### src/rtl/mdu_pkg.sv
// Shared definitions for the multiply/divide unit: op and state encodings,
// plus a ceil-log2 helper used to size the iteration counter.
package mdu_pkg;

  typedef enum logic [1:0] {
    MDU_MULTU = 2'b00,
    MDU_MULT  = 2'b01,
    MDU_DIVU  = 2'b10,
    MDU_DIV   = 2'b11
  } mdu_op_e;

  typedef enum logic [1:0] {
    MDU_IDLE = 2'b00,
    MDU_RUN  = 2'b01,
    MDU_FIX  = 2'b10
  } mdu_state_e;

  localparam int MDU_WIDTH_DEFAULT = 16;

  // Number of bits needed to hold values 0..value-1 (at least 1).
  function automatic int mdu_clog2(input int value);
    int w;
    w = 0;
    while ((1 << w) < value) w++;
    return (w < 1) ? 1 : w;
  endfunction

endpackage

### src/rtl/mdu_step.sv
// One iteration of the multi-cycle datapath: shift-add for multiply,
// restoring shift-subtract for divide. Purely combinational.
//   multiply: acc = {partial_hi, multiplier_remaining}, opnd = multiplicand
//   divide:   acc = {partial_remainder, dividend/quotient}, opnd = divisor
module mdu_step
  import mdu_pkg::*;
#(
  parameter int N = MDU_WIDTH_DEFAULT
) (
  input  logic [2*N-1:0] acc_i,
  input  logic [N-1:0]   opnd_i,
  input  logic           is_div_i,
  output logic [2*N-1:0] acc_o
);

  logic [N:0] mul_sum;
  logic [N:0] div_shift;
  logic [N:0] div_diff;

  // Select between the add-and-shift-right and trial-subtract iterations.
  always_comb begin
    // The carry out of the add lands in bit 2N-1 after the right shift.
    mul_sum   = {1'b0, acc_i[2*N-1:N]} + (acc_i[0] ? {1'b0, opnd_i} : '0);
    // Remainder is always below the divisor, so N+1 bits cover the shift;
    // the top bit of the difference is therefore a clean borrow flag.
    div_shift = {acc_i[2*N-1:N], acc_i[N-1]};
    div_diff  = div_shift - {1'b0, opnd_i};
    if (is_div_i) begin
      if (div_diff[N]) begin
        acc_o = {div_shift[N-1:0], acc_i[N-2:0], 1'b0};
      end else begin
        acc_o = {div_diff[N-1:0], acc_i[N-2:0], 1'b1};
      end
    end else begin
      acc_o = {mul_sum, acc_i[N-1:1]};
    end
  end

endmodule

### src/rtl/mdu_unit.sv
// Multi-cycle MULT/MULTU/DIV/DIVU unit. Works on operand magnitudes one bit
// per cycle, then applies result signs and updates HI/LO in a final FIX cycle.
module mdu_unit
  import mdu_pkg::*;
#(
  parameter int N = MDU_WIDTH_DEFAULT
) (
  input  logic         clk,
  input  logic         rst_n,
  input  logic         start,
  input  logic [1:0]   op,
  input  logic [N-1:0] a,
  input  logic [N-1:0] b,
  output logic         busy,
  output logic         done,
  output logic [N-1:0] hi,
  output logic [N-1:0] lo,
  output logic         div_by_zero
);

  localparam int CW = mdu_clog2(N);

  mdu_state_e     state_q, state_d;
  logic [CW-1:0]  cnt_q, cnt_d;
  logic [2*N-1:0] acc_q, acc_d;
  logic [N-1:0]   opnd_q, opnd_d;
  logic [N-1:0]   a_q, a_d;
  logic           is_div_q, is_div_d;
  logic           neg_q, neg_d;
  logic           neg_rem_q, neg_rem_d;
  logic           zero_q, zero_d;
  logic           busy_q, busy_d;
  logic           done_q, done_d;
  logic           dbz_q, dbz_d;
  logic [N-1:0]   hi_q, hi_d;
  logic [N-1:0]   lo_q, lo_d;

  logic [2*N-1:0] step_acc;
  logic           req_div;
  logic           req_signed;
  logic           sign_a;
  logic           sign_b;
  logic [N-1:0]   mag_a;
  logic [N-1:0]   mag_b;
  logic [2*N-1:0] prod_signed;
  logic [N-1:0]   quo_signed;
  logic [N-1:0]   rem_signed;

  mdu_step #(.N(N)) u_step (
    .acc_i    (acc_q),
    .opnd_i   (opnd_q),
    .is_div_i (is_div_q),
    .acc_o    (step_acc)
  );

  // Decode the incoming request and take operand magnitudes for signed ops.
  always_comb begin
    req_div    = (mdu_op_e'(op) == MDU_DIVU) || (mdu_op_e'(op) == MDU_DIV);
    req_signed = (mdu_op_e'(op) == MDU_MULT) || (mdu_op_e'(op) == MDU_DIV);
    sign_a     = req_signed & a[N-1];
    sign_b     = req_signed & b[N-1];
    // The most negative value maps onto itself, which reads correctly as
    // an unsigned magnitude.
    mag_a      = sign_a ? (~a + 1'b1) : a;
    mag_b      = sign_b ? (~b + 1'b1) : b;
  end

  // Sign fix-up of the finished magnitude result.
  always_comb begin
    prod_signed = neg_q ? (~acc_q + 1'b1) : acc_q;
    quo_signed  = neg_q ? (~acc_q[N-1:0] + 1'b1) : acc_q[N-1:0];
    rem_signed  = neg_rem_q ? (~acc_q[2*N-1:N] + 1'b1) : acc_q[2*N-1:N];
  end

  // Next-state logic: IDLE latches the request, RUN iterates N times,
  // FIX publishes HI/LO and pulses done.
  always_comb begin
    state_d   = state_q;
    cnt_d     = cnt_q;
    acc_d     = acc_q;
    opnd_d    = opnd_q;
    a_d       = a_q;
    is_div_d  = is_div_q;
    neg_d     = neg_q;
    neg_rem_d = neg_rem_q;
    zero_d    = zero_q;
    busy_d    = busy_q;
    done_d    = 1'b0;
    dbz_d     = dbz_q;
    hi_d      = hi_q;
    lo_d      = lo_q;
    case (state_q)
      MDU_IDLE: begin
        if (start) begin
          a_d       = a;
          is_div_d  = req_div;
          neg_d     = sign_a ^ sign_b;
          neg_rem_d = sign_a;
          zero_d    = req_div && (b == '0);
          if (req_div) begin
            acc_d  = {{N{1'b0}}, mag_a};
            opnd_d = mag_b;
          end else begin
            acc_d  = {{N{1'b0}}, mag_b};
            opnd_d = mag_a;
          end
          cnt_d   = '0;
          busy_d  = 1'b1;
          state_d = MDU_RUN;
        end
      end
      MDU_RUN: begin
        acc_d = step_acc;
        cnt_d = cnt_q + 1'b1;
        if (cnt_q == CW'(N - 1)) begin
          state_d = MDU_FIX;
        end
      end
      MDU_FIX: begin
        if (is_div_q) begin
          if (zero_q) begin
            lo_d = '1;
            hi_d = a_q;
          end else begin
            lo_d = quo_signed;
            hi_d = rem_signed;
          end
          dbz_d = zero_q;
        end else begin
          {hi_d, lo_d} = prod_signed;
          dbz_d        = 1'b0;
        end
        done_d  = 1'b1;
        busy_d  = 1'b0;
        state_d = MDU_IDLE;
      end
      default: begin
        state_d = MDU_IDLE;
        busy_d  = 1'b0;
      end
    endcase
  end

  // State and output registers; reset aborts any operation immediately.
  always_ff @(posedge clk or negedge rst_n) begin
    if (!rst_n) begin
      state_q   <= MDU_IDLE;
      cnt_q     <= '0;
      acc_q     <= '0;
      opnd_q    <= '0;
      a_q       <= '0;
      is_div_q  <= 1'b0;
      neg_q     <= 1'b0;
      neg_rem_q <= 1'b0;
      zero_q    <= 1'b0;
      busy_q    <= 1'b0;
      done_q    <= 1'b0;
      dbz_q     <= 1'b0;
      hi_q      <= '0;
      lo_q      <= '0;
    end else begin
      state_q   <= state_d;
      cnt_q     <= cnt_d;
      acc_q     <= acc_d;
      opnd_q    <= opnd_d;
      a_q       <= a_d;
      is_div_q  <= is_div_d;
      neg_q     <= neg_d;
      neg_rem_q <= neg_rem_d;
      zero_q    <= zero_d;
      busy_q    <= busy_d;
      done_q    <= done_d;
      dbz_q     <= dbz_d;
      hi_q      <= hi_d;
      lo_q      <= lo_d;
    end
  end

  assign busy        = busy_q;
  assign done        = done_q;
  assign div_by_zero = dbz_q;
  assign hi          = hi_q;
  assign lo          = lo_q;

endmodule

### config.mk
export PLATFORM = sky130hd
export DESIGN_NAME = mdu_unit
export DESIGN_NICKNAME = d
export VERILOG_FILES = /design/src/rtl/mdu_pkg.sv /design/src/rtl/mdu_step.sv /design/src/rtl/mdu_unit.sv
export SDC_FILE = /design/constraint.sdc
export NUM_CORES = 1
export LEC_CHECK = 0
export ABC_CLOCK_PERIOD_IN_PS = 2900
export BUFFER_PORTS_ARGS = -buffer_cell sky130_fd_sc_hd__buf_2
export CAP_MARGIN = 20
export CORE_UTILIZATION = 55
export DETAILED_ROUTE_END_ITERATION = 8
export PLACE_DENSITY = 0.77
export SETUP_SLACK_MARGIN = 0.2
export SLEW_MARGIN = 15
export SYNTH_ARGS = -nofsm -noshare
export SYNTH_HDL_FRONTEND = slang
export SYNTH_SLANG_ARGS = --single-unit
### constraint.sdc
create_clock -name clk -period 2.9 [get_ports clk]
set_clock_uncertainty 0.1 [all_clocks]
set_input_delay 0 -clock clk [delete_from_list [all_inputs] [get_ports clk]]
set_output_delay 0 -clock clk [all_outputs]
set_load 0.005 [all_outputs]
==> results of run 1 <==
[power by group]
| part | internal [W] | switching [W] | leakage (nW) |
|---|---|---|---|
| clock network | 0.000635 | 0.000664 | 0.149 |
| logic | 0.00373 | 0.00469 | 3.05 |
| registers | 0.00217 | 0.000629 | 1.39 |
| total | 0.00654 | 0.00598 | 4.59 |
[cell type report]
cell class,count,area [sq um]
Timing Repair Buffer,179,1257
Tap cell,184,230.2
Clock buffer,10,239.0
Inverter,35,131.4
Clock inverter,6,60.06
Fill cell,1181,4611
Multi-Input combinational cell,830,5385
Sequential cell,109,2730
[tightest hold or removal path: stages]
cell,delay (ps)
buf_2,140
nand3_1,80
o21ai_0,80
nand2_1,60
o21ai_0,70
[state kept, by name, indices dropped and copies added, names as in the netlist, 2 cells and up]
signal and count:
hi 16, lo 16, a_q 16, acc_q 32
cnt_q 4, opnd_q 16, state_q 2
[worst paths after layout]
kind,startpoint,endpoint,slack (ps),cells after the start
min in group asynchronous,rst_n,hi[14]$_DFFE_PN0P_,30,2
setup / recovery,acc_q[15]$_DFFE_PN0P_,acc_q[16]$_DFFE_PN0P_,130,11
max in group asynchronous,rst_n,is_div_q$_DFFE_PN0P_,1890,3
setup reg to reg,acc_q[15]$_DFFE_PN0P_,acc_q[16]$_DFFE_PN0P_,130,11
hold reg to reg,hi[6]$_DFFE_PN0P_,hi[6]$_DFFE_PN0P_,370,2
hold / removal,b[15],opnd_q[15]$_DFFE_PN0P_,10,5
[per-stage QoR]
stage / hold WS, ps / setup WS, ps / instances / util (%)
3_3_place_gp: -111.6 / 129.2 / 1299 / 62.83
6_report: 11.80 / 126.8 / 1353 / 68.52
4_1_cts: 1.332 / 78.68 / 1348 / 67.42
3_5_place_dp: -108.6 / 17.61 / 1299 / 62.86
5_1_grt: 41.66 / 65.37 / 1353 / 68.52
2_1_floorplan: -395.6 / 220.2 / 1038 / -
[synth_stat cells (14+ instances only)]
cell | count | area share (%)
a21o_1 | 14 | 1.3
ha_1 | 37 | 5.6
clkbuf_1 | 54 | 2.4
xnor2_1 | 52 | 5.5
nor3_1 | 15 | 0.90
a21oi_1 | 79 | 4.8
dfrtp_1 | 109 | 33
nand2_1 | 159 | 7.2
nor2_1 | 103 | 4.6
o21ai_0 | 88 | 5.3
xor2_1 | 39 | 4.1
inv_1 | 35 | 1.6
mux2i_1 | 45 | 5.4
[routing by layer]
layer  global-route usage [%]  wire length [um]
met1                    45.53             11190
met2                    52.42             11710
met3                    4.579              2187
met4                    14.63               899
met5                        0                 0
[cells by family (layout without fill, tap and decap cells)]
kind of cell    count (synthesis)  in the layout  share of synthesized area, %
compound gates                295            295                         21.89
buf+inv                        99            230                         4.616
mux                            51             51                         6.225
flops                         109            109                         32.78
xor+xnor                       91             91                         9.578
simple gates                  354            354                         18.87
fa+ha+maj                      39             39                         6.044
[timing repair]
item	4_1_cts	5_1_grt
resized for setup	14	35
hold buffers	24	0
pin swaps	7	14
hold endpoints to repair	101	0
buffers inserted	9	6
setup endpoints to repair	18	22
==> metrics.md, run 1 <==
| Metric | Value |
|---|---|
| Post-synth EDFFs | 0 |
| Vias/cell | around 6 |
| Top delay family on crit path | compound AO/OA/AOI/OAI gates |
| Via Count | between 8000 and 9000 |
| Fin crit period | 2773 ps |
| Max Slew Vio Count | 0 |
| Crit path buffers/inverters | 2 |
| Clock latency on the worst-skew pair | 370 ps |
| Max stage delay on crit path | roughly 380 ps |
| Area added between synthesis and finish | 20.57% |
| Pre-antenna DRT Iters | 7 |
| Clock Tree Buf Depth | 2 |
| First-pass GRT wire length | between 40000 and 50000 um |
| Core Box Area | around 15000 sq um |
| Die span in x | 125.0 um |
| Max Freq | about 360 MHz |
| GPL Wtd Cong | about 1 |
| CP arrival | between 2000 and 3000 ps |
| Crit path max fanout | 5 |
| Post-Syn Area | ~8300 sq um |
| Tot GR Track Use | between 30% and 40% |
| Hold Path Class | input port to flop |
| Cells along the critical path | inv_2 -> ha_4 -> fa_2 -> nand2b_4 -> a21o_1 -> a21o_1 -> and2_4 -> a311o_1 -> buf_6 -> mux2_4 -> o221ai_2 |
| WL/cell | 19.21 um |
| Ant diodes | 0 |
| Cell with the most instances on the worst path | a21o_1 |
| Initial Util | 56.83% |
| Critical Path Sink Type | flop |
| CTS buffer count | 9 |
| Syn Nets | ~1100 |
| Leakage Power | between 4 and 5 nW |
| Failing checks | DRC |
| Setup TNS | 0 ps |
| Placement Cell Area | between 9000 and 10000 sq um |
| Finished Cell Area | about 10000 sq um |
| I/O pins | a little over 70 |
| Cell Pwr Density | between 1000 and 1500 nW/um^2 |
| # H-tree levels | 3 |
| Worst-path clk slew | roughly 80 ps |
| Root Buffer | clkbuf_16 |
| Syn Inst Count | around 1000 |
| Pin count of the biggest net entering global routing | 50 |
| Yosys cell types | 64 |
| CTS tree | built |
| DRC | 14 |
| Critical path class | flop to flop |
| Worst slew pin tran | ~780 ps |
| Worst Setup Start Kind | flop |
| Rows | between 40 and 50 |
| Crit share post-route | a little over nine tenths |
| Worst slew margin | approximately 48% |
| Die Y | 125.0 um |
| Post-synthesis sequential area ratio | 32.78% |
| RSZ-0062 raised after global routing | true |
| NumNets Final | 1240 |
| Detail Route Antenna Nets | 0 |
| Max capacitance violation total | 0 |
| Post-DP HPWL | between 15000 and 20000 um |
| # clock sinks | 109 |
| Synthesized flop and latch total | 109 |
| Most frequent cells in the layout | nand2_1, dfrtp_1, nor2_1, o21ai_0, buf_4 |
| Avg Cell Area, Syn | 8.017 sq um |
| Port Buf Inserts | 71 |
| Pwr Total | around 0.013 W |
| Async set-or-reset flop fraction in the synthesized netlist | 100.0% |
| Total wire length | 25990 um |
| Initial antenna violation count | 0 |
| Vias in the first global route | slightly below 8000 |
| Final hold viol count | 0 |
| Initial DRC Count | about 960 |
| Grt ovf | 0 |
| Outcome | complete, but fails checks |
| Commonest non-fill, non-tap cell in the layout | nand2_1 |
| Most used DFF post-synth | dfrtp_1 |
| Endpoints failing setup | 0 |
| Share of cells above drive strength 1 | a little under a fifth |
| Max rail drop VDD | around 0.58 mV |
| CP max-delay cell | dfrtp_1 |
| Crit path required time | between 3000 and 4000 ps |
| Die footprint | around 16000 sq um |
| YS warnings | 0 |
Note: power is estimated with default switching activity, not from simulation.
==> run 2, diff against run 1 <==
Settings changed: ABC_AREA set to 1, CORE_UTILIZATION 55 to 56, PLACE_DENSITY 0.77 to 0.78, TNS_END_PERCENT set to 100.
==> metrics.md, run 2 <==
| Metric | Value |
|---|---|
| Post-DP HPWL | 22090 um (+18%) |
| Setup bufs post-CTS | 0 (-9) |
| Worst Setup Start Kind | flop |
| Worst slew pin tran | 694.0 ps (-89.99 ps) |
| Worst slew margin | 53.73% (+6.0 points) |
| Cell Pwr Density | 1236 nW/um^2 (-0.93%) |
| Top-count cell post-synth | nand2_1 |
| Async set-or-reset flop fraction in the synthesized netlist | 100.0% (unchanged) |
| Vias/cell | 5.774 (-6.0%) |
| Ant diodes | 0 (unchanged) |
| Post-synth top cells | nand2_1, inv_1, nand3_1 |
| RSZ-0062 raised after global routing | false |
| Die footprint | 16440 sq um (+5.2%) |
| Total wire length | 28920 um (+11%) |
| Tot GR Track Use | 36.19% (+3.0 points) |
| Grt ovf | 0 (unchanged) |
| YS warnings | 0 (unchanged) |
| Final critical-path setup slack | 428.6 ps (+301.7 ps) |
| I/O pins | 72 (unchanged) |
| CTS tree | built |
| Area of the multi-input gates | 5355 sq um (-0.56%) |
| Final core utilization | 66.57% (-1.9 points) |
| Share of cells above drive strength 1 | 10.30% (-8.6 points) |
| Root Buffer | clkbuf_16 |
| Outcome | completed |
| Initial Util | 58.05% (+1.2 points) |
| Yosys cell types | 48 (-25%) |
| Die Y | 128.2 um (+2.6%) |
| Final hold viol count | 0 (unchanged) |
| Leakage Power | 5.139 nW (+12%) |
| Setup WS pre-CTS | 205.3 ps (+187.6 ps) |
| Vias in the first global route | 8891 (+14%) |
| Endpoints failing setup | 0 (unchanged) |
| Fin crit period | 2471 ps (-301.7 ps) |
| Die span in x | 128.2 um (+2.6%) |
| Cell taking the most area after synthesis | dfrtp_1 |
| GPL Wtd Cong | 0.9835 (+1.3%) |
| Post-synthesis sequential area ratio | 30.57% (-2.2 points) |
| Pwr Total | 0.01265 W (+1.0%) |
| Largest Register | acc_q |
| Syn Inst Count | 1387 (+34%) |
| # H-tree levels | 3 (unchanged) |
| Setup TNS | 0 ps (unchanged) |
| R2R setup slack | 430 ps (+300 ps) |
| Area added between synthesis and finish | 14.67% |
| Core Box Area | 15370 sq um (+5.0%) |
| Pre-antenna DRT Iters | 7 (unchanged) |
| Crit path max fanout | 10 (+5) |
| # clock sinks | 109 (unchanged) |
| Worst-path clk slew | 80 ps (about the same) |
| Port Buf Inserts | 71 (unchanged) |
| CP arrival | 2630 ps (-310 ps) |
| First-pass GRT wire length | 45830 um (+12%) |
| Crit share post-route | 85.22% (-10 points) |
| Fillers | 1450 (+23%) |
| WL/cell | 17.05 um (-11%) |
| Clock latency on the worst-skew pair | 370 ps (about the same) |
| Rows | 45 (+2.3%) |
| Syn Nets | 1463 (+31%) |
| Clock Tree Buf Depth | 2 (unchanged) |
| Hold Path Class | input port to flop |
| Hold_ws | 31.64 ps (+19.84 ps) |
| NumNets Final | 1556 (+25%) |
| Largest cells by area after synthesis | dfrtp_1, nand2_1, nand3_1 |
| Critical path class | flop to flop |
| Crit path required time | 3060 ps (about the same) |
| Synthesized flop and latch total | 109 (unchanged) |
| Initial antenna violation count | 0 (unchanged) |
| Max rail drop VDD | 0.7309 mV (+25%) |
| DRC | 0 (-14) |
| Most frequent cells in the layout | nand2_1, inv_1, nand3_1, nor2_1, a21oi_1 |
| Most used DFF post-synth | dfrtp_1 |
| Via Count | 9793 (+18%) |
| Max Freq | 404.6 MHz (+12%) |
| Post-synth EDFFs | 0 (unchanged) |
| Pin count of the biggest net entering global routing | 60 (+20%) |
| Post-Syn Area | 8924 sq um (+7.2%) |
| CTS buffer count | 9 (unchanged) |
| Max Slew Vio Count | 0 (unchanged) |
| Initial DRC Count | 1011 (+5.4%) |
| Max capacitance violation total | 0 (unchanged) |
| Commonest non-fill, non-tap cell in the layout | nand2_1 |
| Critical Path Sink Type | flop |
| Area occupied by registers | 2728 sq um (about the same) |
| Detail Route Antenna Nets | 0 (unchanged) |
| Avg Cell Area, Syn | 6.434 sq um (-20%) |
| Yosys top cell area share | 30.57% (-2.2 points) |
| Max reg flops | 32 (unchanged) |
[run 2: cell types whose count changed in the layout (fill, tap and decap cells not counted), moves of 12 or more]
cell,delta
a21oi_1,+42
xnor2_1,-45
inv_1,+134
nor2_1,+17
nand2_1,+221
a21o_1,-12
nand3_1,+129
o21ai_0,+22
mux2i_1,-42
buf_4,-49
[run 2: layout make-up]
cell class	instances	share of cell area, %
sequential	109	26.66
clock inverter	7	0.9416
clock buffer	9	2.201
tap	211	2.580
multi-input combinational	1052	52.34
inverter	177	6.554
timing repair buffer	131	8.731
[run 2: what timing repair did]
| item | in CTS | in global routing |
|---|---|---|
| pin swaps | 0 | 1 |
| gates resized for setup | 1 | 6 |
| endpoints found under the setup margin | 4 | 15 |
| hold buffers | 29 | 0 |
| endpoints found under the hold margin | 79 | 0 |
| gates cloned | 0 | 2 |
[run 2: power breakdown]
group	switching, W	internal, W
registers	0.000561	0.00223
logic	0.00554	0.00300
clock network	0.000687	0.000633
[run 2: path summary, 6_finish.rpt]
path	from	endpoint	depth (start not counted)
max	acc_q[15]$_DFFE_PN0P_	acc_q[28]$_DFFE_PN0P_	17
min	b[9]	opnd_q[9]$_DFFE_PN0P_	4
max reg2reg	acc_q[15]$_DFFE_PN0P_	acc_q[28]$_DFFE_PN0P_	17
min reg2reg	cnt_q[3]$_DFFE_PN0P_	cnt_q[3]$_DFFE_PN0P_	1
max in group asynchronous	rst_n	a_q[2]$_DFFE_PN0P_	3
min in group asynchronous	rst_n	acc_q[28]$_DFFE_PN0P_	2
[run 2: logic make-up after synthesis]
family	after synthesis	share of synthesized area [%]
flops	109	30.57
fa+ha+maj	39	5.637
buf+inv	228	9.969
mux	1	0.1122
xor+xnor	36	3.533
compound gates	282	17.22
simple gates	692	32.96
[run 2: metrics by stage]
stage / area (sq um) / instances
after floorplan: 8924 / 1387
after global placement: 9574 / 1649
after detailed placement: 9574 / 1649
after CTS: 10190 / 1694
after global routing: 10230 / 1696
final: 10230 / 1696
[run 2: critical path, stage by stage (launching register included)]
cell and delay, ps:
dfrtp_1 410, inv_2 100, ha_1 230, fa_2 350, inv_1 60, nand2_1 40, nand2_1 100, nand3_1 100
nand2_2 120, nand2_2 90, nand2_2 90, nand2_4 110, nand2_8 130, inv_6 60, nand2_1 60, nand3_1 70
nand2_1 90, nand2_1 50
[run 2: metal layers]
metal | wire (um) | GRT usage (%) | up-vias | share of wire, %
li1 | - | - | 4720 | -
met1 | 12310 | 48.22 | 4553 | 43
met2 | 13250 | 58.47 | 450 | 46
met3 | 2244 | 4.800 | 70 | 7.8
met4 | 1116 | 16.26 | 0 | 3.9
met5 | 0 | 0 | - | 0
==> run 3, diff against run 2 <==
Settings changed: CTS_CLUSTER_DIAMETER set to 80, SYNTH_HIERARCHICAL set to 1.
==> metrics.md, run 3 <==
| Metric | Value |
|---|---|
| First-pass GRT wire length | 46720 um (+1.9%) |
| R2R Path End | zero_q$_DFFE_PN0P_ |
| Final hold viol count | 0 (unchanged) |
| Post-synth top cells | nand2_1, inv_1, nand3_1 |
| Setup TNS | 0 ps (unchanged) |
| Detail Route Antenna Nets | 0 (unchanged) |
| Outcome | completed |
| Tot GR Track Use | 36.02% (-0.16 points) |
| Die Y | 130.6 um (+1.9%) |
| Rows | 46 (+2.2%) |
| Fin crit period | 2580 ps (+108.9 ps) |
| Synth Area in Adders | 5.429% (-0.21 points) |
| Yosys cell types | 52 (+8.3%) |
| Async set-or-reset flop fraction in the synthesized netlist | 100.0% (unchanged) |
| CTS tree | built |
| Post-synthesis mux area share | 0% (-0.11 points) |
| NumNets Final | 1591 (+2.2%) |
| Initial Util | 57.91% (-0.15 points) |
| Finished Cell Area | 10600 sq um (+3.6%) |
| Share of cells above drive strength 1 | 12.04% (+1.7 points) |
| Root Buffer | clkbuf_16 |
| Syn Nets | 1489 (+1.8%) |
| Crit path max fanout | 20 (+10) |
| Worst path depth | 8 (-9) |
| Die span in x | 130.6 um (+1.9%) |
| Worst Setup Start Kind | flop |
| Top delay family on crit path | buffers and inverters |
| Largest cells by area after synthesis | dfrtp_1, nand2_1, nand3_1 |
| Max Freq | 387.5 MHz (-4.2%) |
| Yosys top cell area share | 29.44% (-1.1 points) |
| Max stage delay on crit path | 620 ps (+210 ps) |
| CTS buffer count | 9 (unchanged) |
| Vias in the first global route | 8978 (+0.98%) |
| WL/cell | 17.03 um (-0.15%) |
| Vias/cell | 5.744 (-0.53%) |
| Worst setup path end | zero_q$_DFFE_PN0P_ |
| Pwr Total | 0.01331 W (+5.2%) |
| Clock Tree Buf Depth | 2 (unchanged) |
| Area added between synthesis and finish | 14.42% |
| Critical path class | flop to flop |
| Synthesized flop and latch total | 109 (unchanged) |
| Leakage Power | 5.567 nW (+8.3%) |
| R2R setup slack | 320 ps (-110 ps) |
| Ant diodes | 0 (unchanged) |
| Via Count | 9971 (+1.8%) |
| YS warnings | 6 (+6) |
| Initial DRC Count | 1071 (+5.9%) |
| Top-count cell post-synth | nand2_1 |
| Worst slew margin | 45.79% (-7.9 points) |
| Finished Layout Cells | 1736 (+2.4%) |
| CP arrival | 2780 ps (+150 ps) |
| Compound-Gate Fraction of Synth Area | 14.56% (-2.7 points) |
| Die footprint | 17060 sq um (+3.8%) |
| Worst slew pin tran | 813.2 ps (+119.2 ps) |
| Avg Cell Area, Syn | 6.557 sq um (+1.9%) |
| Crit path buffers/inverters | 3 (unchanged) |
| Max rail drop VDD | 0.5304 mV (-27%) |
| Worst-path clk slew | 80 ps (about the same) |
| Port Buf Inserts | 71 (unchanged) |
| Most frequent cells in the layout | nand2_1, inv_1, nand3_1, nor2_1, dfrtp_1 |
| Endpoints failing setup | 0 (unchanged) |
| Placement Cell Area | 9854 sq um (+2.9%) |
| Most used DFF post-synth | dfrtp_1 |
| Fillers | 1524 (+5.1%) |
| CP max-delay cell | dlygate4sd3_1 |
| Initial antenna violation count | 0 (unchanged) |
| Final critical-path setup slack | 319.7 ps (-108.9 ps) |
| Pin count of the biggest net entering global routing | 58 (-3.3%) |
| I/O pins | 72 (unchanged) |
| Critical Path Sink Type | flop |
| Pre-antenna DRT Iters | 6 (-1) |
| Largest Register | acc_q |
| Post-Syn Area | 9265 sq um (+3.8%) |
| Max Slew Vio Count | 0 (unchanged) |
| Commonest non-fill, non-tap cell in the layout | nand2_1 |
| Synth Area in XOR/XNOR | 3.403% (-0.13 points) |
| Placed cells | 1679 (+1.8%) |
| Grt ovf | 0 (unchanged) |
| CP startpoint | state_q[0]$_DFFE_PN0P_ |
| Setup WS pre-CTS | 314.2 ps (+109.0 ps) |
| Cells along the critical path | nand2_4 -> nand3_4 -> inv_4 -> nand2_2 -> inv_2 -> nand2_1 -> o32ai_2 -> dlygate4sd3_1 |
| Crit path required time | 3100 ps (+40 ps) |
| Post-Synth Simple-Gate Area | 36.48% (+3.5 points) |
| Crit share post-route | 88.98% (+3.8 points) |
| Post-synthesis sequential area ratio | 29.44% (-1.1 points) |
| Max reg flops | 32 (unchanged) |
| Clock latency on the worst-skew pair | 360 ps (about the same) |
| # H-tree levels | 3 (unchanged) |
| Core Box Area | 16000 sq um (+4.1%) |
| Cell Pwr Density | 1255 nW/um^2 (+1.5%) |
| Largest family of logic cells by synthesized area | simple AND/OR/NAND/NOR gates |
| Max capacitance violation total | 0 (unchanged) |
| Hold Path Class | input port to flop |
| Launch point of the worst reg-to-reg path | state_q[0]$_DFFE_PN0P_ |
| Syn Inst Count | 1413 (+1.9%) |
| DRC | 0 (unchanged) |
| Post-synth EDFFs | 0 (unchanged) |
| RSZ-0062 raised after global routing | false |
| Cell taking the most area after synthesis | dfrtp_1 |
| Total wire length | 29560 um (+2.2%) |
| GPL Wtd Cong | 1.018 (+3.5%) |
| Worst R2R Path Depth | 8 (-9) |
| Post-DP HPWL | 22490 um (+1.8%) |
| # clock sinks | 109 (unchanged) |
==> run 3: worst min-delay path by stage <==
stage	endpoint	slack (ps)	start	cells after the start
finish	is_div_q$_DFFE_PN0P_	20	op[1]	3
global route	is_div_q$_DFFE_PN0P_	70	op[1]	3
CTS	is_div_q$_DFFE_PN0P_	7	op[1]	3
detailed placement	opnd_q[5]$_DFFE_PN0P_	40	rst_n	1
global placement	opnd_q[5]$_DFFE_PN0P_	20	rst_n	1
floorplan	a_q[0]$_DFFE_PN0P_	-400	rst_n	0
==> run 3: per-stage QoR <==
stage | utilization [%] | hold slack, ps
after global routing | 66.26 | 68.83
after CTS | 66.10 | 6.732
after detailed placement | 61.59 | 36.67
after global placement | 61.59 | 24.09
after floorplan | - | -395.6
final | 66.26 | 23.24
==> run 3: final cells by class <==
class	count	area (sq um)	share of cell area [%]
clock buffers	9	225.2	2.124
multi-input cells	1059	5564	52.48
repair buffers	137	965.9	9.111
inverters	199	749.5	7.070
clock inverters	7	96.34	0.9088
well taps	216	270.3	2.549
flip-flops and latches	109	2730	25.75
==> run 3: power breakdown <==
part	switching [W]	internal, W
sequential	0.000908	0.00224
combinational	0.00560	0.00320
clock	0.000657	0.000694
total	0.00717	0.00614
==> run 3: worst register-to-register path, stage by stage (launching register included) <==
cell and delay, ps:
dfrtp_1 420, nand2_4 130, nand3_4 80, inv_4 140, nand2_2 230, inv_2 360
nand2_1 120, o32ai_2 320, dlygate4sd3_1 620
==> run 3: cells by family after synthesis <==
group,count (synthesis)
adders and majority gates,39
and+or+nand+nor,764
buffers and inverters,245
DFF,109
xor gates and xnor gates,36
AOI/OAI and AO/OA,220
==> run 3: what timing repair did <==
item,in CTS,in global routing
resized for setup,0,6
buffers inserted,0,1
hold buffers,40,0
endpoints found under the setup margin,0,15
hold endpoints to repair,101,0
==> run 3: layer usage <==
| layer | track usage [%] | share of wire (%) |
|---|---|---|
| met1 | 47.90 | 41 |
| met2 | 57.80 | 45 |
| met3 | 4.927 | 8.4 |
| met4 | 17.65 | 4.7 |
| met5 | 0 | 0 |
